## src/rtl/afifo_rd_packer_pkg.sv

```systemverilog
// Shared definitions for the async-FIFO read-side packer: default geometry,
// lane index and packed-beat types for that geometry, and the control-state encodings.
package afifo_rd_packer_pkg;

  localparam int DSIZE_DEF = 8;
  localparam int PACK_DEF  = 4;
  localparam int CNT_W_DEF = 16;

  localparam int LANE_W = $clog2(PACK_DEF);

  typedef logic [LANE_W-1:0] lane_idx_t;

  typedef struct packed {
    logic [DSIZE_DEF*PACK_DEF-1:0] data;
    logic [PACK_DEF-1:0]           keep;
  } beat_t;

  localparam logic [PACK_DEF-1:0] KEEP_ALL = '1;

  // Accumulator fill state, derived from the lane index.
  typedef enum logic [1:0] {
    ACC_EMPTY,
    ACC_PART,
    ACC_LAST
  } acc_state_t;

  // Output register occupancy.
  typedef enum logic {
    OUT_FREE,
    OUT_FULL
  } out_state_t;

endpackage

```

## src/rtl/afifo_out_reg.sv

```systemverilog
// One-entry valid/ready output register. A loaded beat is held unchanged
// until downstream accepts it; a new beat may load in the same cycle as the
// accept. Also counts accepted beats, wrapping at 2^CNT_W.
module afifo_out_reg #(
  parameter int DATA_W = 32,
  parameter int KEEP_W = 4,
  parameter int CNT_W  = 16
) (
  input  logic              clk,
  input  logic              rst,
  input  logic              load,
  input  logic [DATA_W-1:0] load_data,
  input  logic [KEEP_W-1:0] load_keep,
  input  logic              m_ready,
  output logic              m_valid,
  output logic [DATA_W-1:0] m_data,
  output logic [KEEP_W-1:0] m_keep,
  output logic [CNT_W-1:0]  beat_cnt
);

  logic              valid_q, valid_d;
  logic [DATA_W-1:0] data_q, data_d;
  logic [KEEP_W-1:0] keep_q, keep_d;
  logic [CNT_W-1:0]  cnt_q, cnt_d;

  // Next-state: load wins, otherwise an accept empties the register.
  always_comb begin
    // NOTE: every output of a combinational block gets a default first, so no
    // path leaves a value unassigned and no latch is inferred.
    valid_d = valid_q;
    data_d  = data_q;
    keep_d  = keep_q;
    cnt_d   = cnt_q;
    if (valid_q && m_ready) begin
      valid_d = 1'b0;
      cnt_d   = cnt_q + CNT_W'(1);
    end
    if (load) begin
      valid_d = 1'b1;
      data_d  = load_data;
      keep_d  = load_keep;
    end
  end

  // State register with synchronous active-high reset.
  always_ff @(posedge clk) begin
    // NOTE: sequential state uses non-blocking assignments so every flop
    // samples pre-edge values regardless of statement order.
    if (rst) begin
      valid_q <= 1'b0;
      data_q  <= '0;
      keep_q  <= '0;
      cnt_q   <= '0;
    end else begin
      valid_q <= valid_d;
      data_q  <= data_d;
      keep_q  <= keep_d;
      cnt_q   <= cnt_d;
    end
  end

  assign m_valid  = valid_q;
  assign m_data   = data_q;
  assign m_keep   = keep_q;
  assign beat_cnt = cnt_q;

endmodule

```

## src/rtl/afifo_rd_packer.sv

```systemverilog
// Read-domain consumer of the async FIFO. Pops words whenever the FIFO is
// non-empty, packs PACK consecutive words into one beat (first word in lane 0)
// and presents beats on a valid/ready stream. A flush request emits the lanes
// filled so far with a keep mask.
module afifo_rd_packer
  import afifo_rd_packer_pkg::*;
#(
  parameter int DSIZE = DSIZE_DEF,
  parameter int PACK  = PACK_DEF,
  parameter int CNT_W = CNT_W_DEF
) (
  input  logic                  rd_clk,
  input  logic                  rd_rst,
  input  logic                  rd_empty,
  input  logic [DSIZE-1:0]      rd_data,
  output logic                  rd_inc,
  input  logic                  flush,
  output logic                  m_valid,
  input  logic                  m_ready,
  output logic [DSIZE*PACK-1:0] m_data,
  output logic [PACK-1:0]       m_keep,
  output logic [CNT_W-1:0]      beat_cnt
);

  localparam int IDX_W = $clog2(PACK);
  localparam int ACC_W = DSIZE * (PACK - 1);
  localparam logic [IDX_W-1:0] IDX_LAST = IDX_W'(PACK - 1);

  logic [IDX_W-1:0] idx_q, idx_d;
  logic [ACC_W-1:0] acc_q, acc_d;
  logic             flush_pend_q, flush_pend_d;

  acc_state_t acc_state;
  out_state_t out_state;

  logic                  out_free;
  logic                  pop;
  logic                  complete;
  logic                  serve;
  logic                  drop;
  logic                  load;
  logic [IDX_W:0]        fill_n;
  logic [DSIZE*PACK-1:0] load_data;
  logic [PACK-1:0]       load_keep;

  // Decode accumulator and output-register states.
  always_comb begin
    acc_state = ACC_PART;
    if (idx_q == '0) begin
      acc_state = ACC_EMPTY;
    end else if (idx_q == IDX_LAST) begin
      acc_state = ACC_LAST;
    end
    out_state = m_valid ? OUT_FULL : OUT_FREE;
  end

  // Pop, beat-completion and flush decisions.
  always_comb begin
    out_free = (out_state == OUT_FREE) || m_ready;
    // The last lane may only pop when the output register can take the beat.
    pop      = !rd_empty && !rd_rst && ((acc_state != ACC_LAST) || out_free);
    complete = pop && (acc_state == ACC_LAST);
    // A pending flush with nothing accumulated and nothing arriving is dropped.
    serve    = flush_pend_q && out_free && !complete &&
               ((acc_state != ACC_EMPTY) || pop);
    drop     = flush_pend_q && (acc_state == ACC_EMPTY) && !pop;
    load     = complete || serve;
  end

  assign rd_inc = pop;

  // Assemble the beat to load: full beat on completion, else the filled lanes.
  always_comb begin
    fill_n    = {1'b0, idx_q} + (IDX_W + 1)'(pop);
    load_data = '0;
    load_keep = '0;
    if (complete) begin
      load_data = {rd_data, acc_q};
      load_keep = '1;
    end else begin
      for (int i = 0; i < PACK - 1; i++) begin
        if (IDX_W'(i) < idx_q) begin
          load_data[i*DSIZE +: DSIZE] = acc_q[i*DSIZE +: DSIZE];
        end else if ((IDX_W'(i) == idx_q) && pop) begin
          load_data[i*DSIZE +: DSIZE] = rd_data;
        end
      end
      for (int i = 0; i < PACK; i++) begin
        load_keep[i] = ((IDX_W + 1)'(i) < fill_n);
      end
    end
  end

  // Accumulator, lane index and flush-pending next state.
  always_comb begin
    idx_d        = idx_q;
    acc_d        = acc_q;
    flush_pend_d = flush_pend_q || flush;
    if (load) begin
      idx_d = '0;
    end else if (pop) begin
      idx_d = idx_q + IDX_W'(1);
      for (int i = 0; i < PACK - 1; i++) begin
        if (IDX_W'(i) == idx_q) begin
          acc_d[i*DSIZE +: DSIZE] = rd_data;
        end
      end
    end
    // A completing pop carries every accumulated word, so nothing is left to flush.
    if (complete) begin
      flush_pend_d = 1'b0;
    end else if (serve || drop) begin
      flush_pend_d = flush;
    end
  end

  // Accumulator state register; reset discards any partial beat.
  always_ff @(posedge rd_clk) begin
    if (rd_rst) begin
      idx_q        <= '0;
      // NOTE: the lane storage is reset along with the index so a reset leaves
      // no stale words behind; this costs reset fan-out on every lane flop.
      acc_q        <= '0;
      flush_pend_q <= 1'b0;
    end else begin
      idx_q        <= idx_d;
      acc_q        <= acc_d;
      flush_pend_q <= flush_pend_d;
    end
  end

  afifo_out_reg #(
    .DATA_W (DSIZE * PACK),
    .KEEP_W (PACK),
    .CNT_W  (CNT_W)
  ) u_out (
    .clk       (rd_clk),
    .rst       (rd_rst),
    .load      (load),
    .load_data (load_data),
    .load_keep (load_keep),
    .m_ready   (m_ready),
    .m_valid   (m_valid),
    .m_data    (m_data),
    .m_keep    (m_keep),
    .beat_cnt  (beat_cnt)
  );

endmodule

```

## config.mk

```make
export PLATFORM = sky130hd
export DESIGN_NAME = afifo_rd_packer
export DESIGN_NICKNAME = d
export VERILOG_FILES = /design/src/rtl/afifo_rd_packer_pkg.sv /design/src/rtl/afifo_out_reg.sv /design/src/rtl/afifo_rd_packer.sv
export SDC_FILE = /design/constraint.sdc
export NUM_CORES = 1
export LEC_CHECK = 0
export CAP_MARGIN = 20
export CELL_PAD_IN_SITES_DETAIL_PLACEMENT = 0
export CELL_PAD_IN_SITES_GLOBAL_PLACEMENT = 1
export CORE_AREA = 8 8 109 111
export CTS_CLUSTER_DIAMETER = 80
export CTS_CLUSTER_SIZE = 20
export DETAILED_ROUTE_END_ITERATION = 10
export DIE_AREA = 0 0 117 119
export GPL_TIMING_DRIVEN = 0
export PLACE_DENSITY = 0.82
export SLEW_MARGIN = 20
export SYNTH_ARGS = -nofsm -noshare
export SYNTH_HDL_FRONTEND = slang
export SYNTH_SLANG_ARGS = --single-unit
```

## constraint.sdc

```tcl
create_clock -name rd_clk -period 2.3 [get_ports rd_clk]
set_input_delay 0.345 -clock rd_clk [delete_from_list [all_inputs] [get_ports rd_clk]]
set_output_delay 0.345 -clock rd_clk [all_outputs]
set_load 0.01 [all_outputs]
```

==> results.cfg <==
[run_status]
status = finished clean

[timing]
min_period_ns = 2.153
fmax_mhz = 464.4
rsz0062_at_grt = false
skew_ns = 0.009187
worst_hold_slack_ns = 0.4004
final_max_slew_viol_count = 0
worst_pin_slew_ns = 0.6710
setup_viol = 0
max_slew_margin_pct = 55.07
worst_slack_ns = 0.1468
fin_crit_sh_pct = 93.62
hold_violations = 0

[clock_tree]
cts_root_buf = clkbuf_8
clk_pin_slew_ns = 0.09
worstSkewPairLatency_ns = 0.35
clock_sinks = 80
clockBufferDepth = 2
tritoncts = yes
cts_buffers = 9
h-tree-depth = 3
ctsHoldBuffers = 0

[setup_path]
r2r_slack_ns = 0.15
required_ns = 2.57
path_max_fanout = 10
worstSetupPathType = flip-flop to flip-flop
end_kind = flip-flop
startpoint_type = flip-flop
arrival_ns = 2.43

[global_routing]
grt_pass1_wl_um = 15360
antenna_found_initial = 0
grt_max_degree = 15
grt_pass1_vias = 2986
track_usage_pct = 13.92
grt.overflow.total = 0

[floorplan]
die_area_mm2 = 0.01392
fp.dieW_um = 117
core_area_mm2 = 0.01009
rows = 37
die_y_um = 119
start_util_pct = 34.23
pin_count = 67

[drt]
wl_um = 9428
drc = 0
viasPerCell = 5.075
vias = 2969
drtIter0Drc = 135
wl_per_cell_um = 16.12
first_pass_iters = 4
final_antenna_net_count = 0

[synthesis]
post_synth_xor_area_fraction_pct = 3.296
synth_top_family_by_area = simple AND/OR/NAND/NOR gates
synth.mux.area_fraction_pct = 7.859
ys_warn_count = 0
synth_fp_nets = 383
ys_async_sr_fraction_pct = 0
synth_compound_area_share_pct = 13.55
synthAdderAreaFrac_pct = 2.898
postSynthAreaPerCell_um2 = 9.543
synth_cells = 362
yosysTopAreaCellShare_pct = 46.36
yosysTopAreaCell = dfxtp_1
yosys.area_share.simple_pct = 22.13
synth_edf_count = 0
netlist_top_cells_area = dfxtp_1 46%, mux2i_1 7.5%, a221oi_1 6.3%, nor2_1 6.2%, nor3_1 4.8%
syn_area_mm2 = 0.003455
synth.distinct_cells = 40
yosysSeqAreaShare_pct = 46.36
synth-seq-cells = 80
ys.flop_type = dfxtp_1

[placement]
dpl_cell_area_mm2 = 0.004273
dp_slack_ns = -0.6017
port_buffers = 64
place.gp.congestion = 0.8372
dp_hpwl_um = 6839

[finish]
antenna_cells = 0
fin_nets = 465
final_area_mm2 = 0.004587
drive_gt1_share_pct = 10.24
syn_to_final_growth_pct = 32.78
fillers = 987

[pwr]
max-vdd-ir-drop_uv = 328.2
p_leak_nw = 1.622
powerDensity_mw_per_mm2 = 649.1
fin_total_pwr_mw = 2.977

[worst_hold_path]
hold_class = input pin to flip-flop

[job]
maxCapViolCount = 0
==> cells in the final DEF (no fill, tap or decap), types with 2 or more instances in the layout <==
cell type | netlist | final
o21ai_0 | 5 | 5
clkbuf_2 | 0 | 2
nor2b_1 | 2 | 2
o211ai_1 | 2 | 2
clkbuf_1 | 12 | 10
and4_1 | 3 | 3
nand2b_1 | 18 | 18
nor4_1 | 3 | 3
a221oi_1 | 25 | 25
nor2_1 | 57 | 57
clkbuf_8 | 0 | 10
inv_1 | 7 | 7
or3_1 | 2 | 2
mux2i_1 | 26 | 26
nand4_1 | 7 | 7
dfxtp_1 | 80 | 78
a21boi_1 | 2 | 2
xnor2_1 | 8 | 8
bufinv_16 | 0 | 2
buf_1 | 3 | 3
o21ai_4 | 2 | 2
nand2_1 | 9 | 9
nor4b_4 | 2 | 2
dfxtp_2 | 0 | 2
ha_1 | 8 | 7
nor3_1 | 33 | 33
a22o_1 | 6 | 6
buf_4 | 5 | 12
buf_2 | 3 | 2
nand3_1 | 8 | 8
xor2_1 | 5 | 5
clkdlybuf4s50_1 | 0 | 62
a21oi_1 | 7 | 7
==> worst max-delay path: stages, from the launching register on <==
cell      delay, ns
dfxtp_2        0.37
ha_4           0.20
buf_4          0.19
a211oi_4       0.25
buf_4          0.16
ha_1           0.15
inv_1          0.08
a311oi_4       0.31
buf_12         0.18
mux2i_1        0.18
==> final cells by class <==
cell class	count	area, µm²	share of cell area, %
timing repair buffer	71	706.9	15.41
sequential	80	1604	34.97
multi-input combinational	252	1738	37.89
buffer	23	113.9	2.482
clock inverter	6	90.09	1.964
tap	136	170.2	3.710
inverter	7	26.28	0.5728
clock buffer	10	137.6	3.001
==> layer usage <==
layer / track usage [%] / vias to the layer above / part of all wire [%]
li1: - / 1463 / -
met1: 17.55 / 1428 / 45
met2: 21.95 / 68 / 48
met3: 4.042 / 10 / 5.5
met4: 5.044 / 0 / 1.6
met5: 0 / - / 0
==> worst paths after layout <==
kind             start           endpoint  cells past startpoint
max           idx_q[0]          acc_q[11]                      9
min            m_ready  u_out.beat_cnt[1]                      3
max reg2reg   idx_q[0]          acc_q[11]                      9
min reg2reg  acc_q[12]          acc_q[12]                      2
==> flip-flops by register name (all words and copies together), names as in the netlist <==
name / cells
idx_q: 2
u_out.m_keep: 4
flush_pend_q: 1
acc_q: 24
u_out.m_valid: 1
u_out.m_data: 32
u_out.beat_cnt: 16
==> per-stage QoR <==
stage          TNS, ns  instances  util [%]
6_report             0        585     45.45
5_1_grt              0        585     45.45
4_1_cts              0        581     44.98
3_5_place_dp    -9.246        562     42.34
3_3_place_gp    -7.888        562     42.34
2_1_floorplan        0        362         -
==> synthesized netlist by cell type, types with 2 or more instances <==
cell and n:
xor2_1 5, nand3_1 8, nor4b_4 2, or3_1 2, o21ai_4 2, a21boi_1 2, nand2b_1 18, o21ai_0 5
a22o_1 6, nor2_1 57, nand4_1 7, and4_1 3, mux2i_1 26, dfxtp_1 80, nor2b_1 2, inv_1 7
buf_1 3, clkbuf_1 12, nor4_1 3, nor3_1 33, a221oi_1 25, a21oi_1 7, xnor2_1 8, buf_4 5
o211ai_1 2, ha_1 8, nand2_1 9, buf_2 3
==> what timing repair did <==
action	CTS	global route
buffers inserted	3	4
resized for setup	3	8
pin swaps	2	1
endpoints found under the setup margin	11	38
==> cell families (layout without fill, tap and decap cells) <==
logic type | count (synthesis) | after routing
fa+ha+maj | 8 | 8
xor+xnor | 13 | 13
compound gates | 55 | 55
flops | 80 | 80
simple gates | 149 | 149
buf+inv | 30 | 117
mux | 27 | 27
==> power breakdown <==
part / total, mW / switching (mW) / leakage (nW) / internal, mW
Clock: 1.17 / 0.529 / 0.113 / 0.645
Combinational: 0.346 / 0.189 / 0.859 / 0.157
Sequential: 1.46 / 0.0286 / 0.650 / 1.43
No activity file was read; power rests on OpenSTA's default activity.
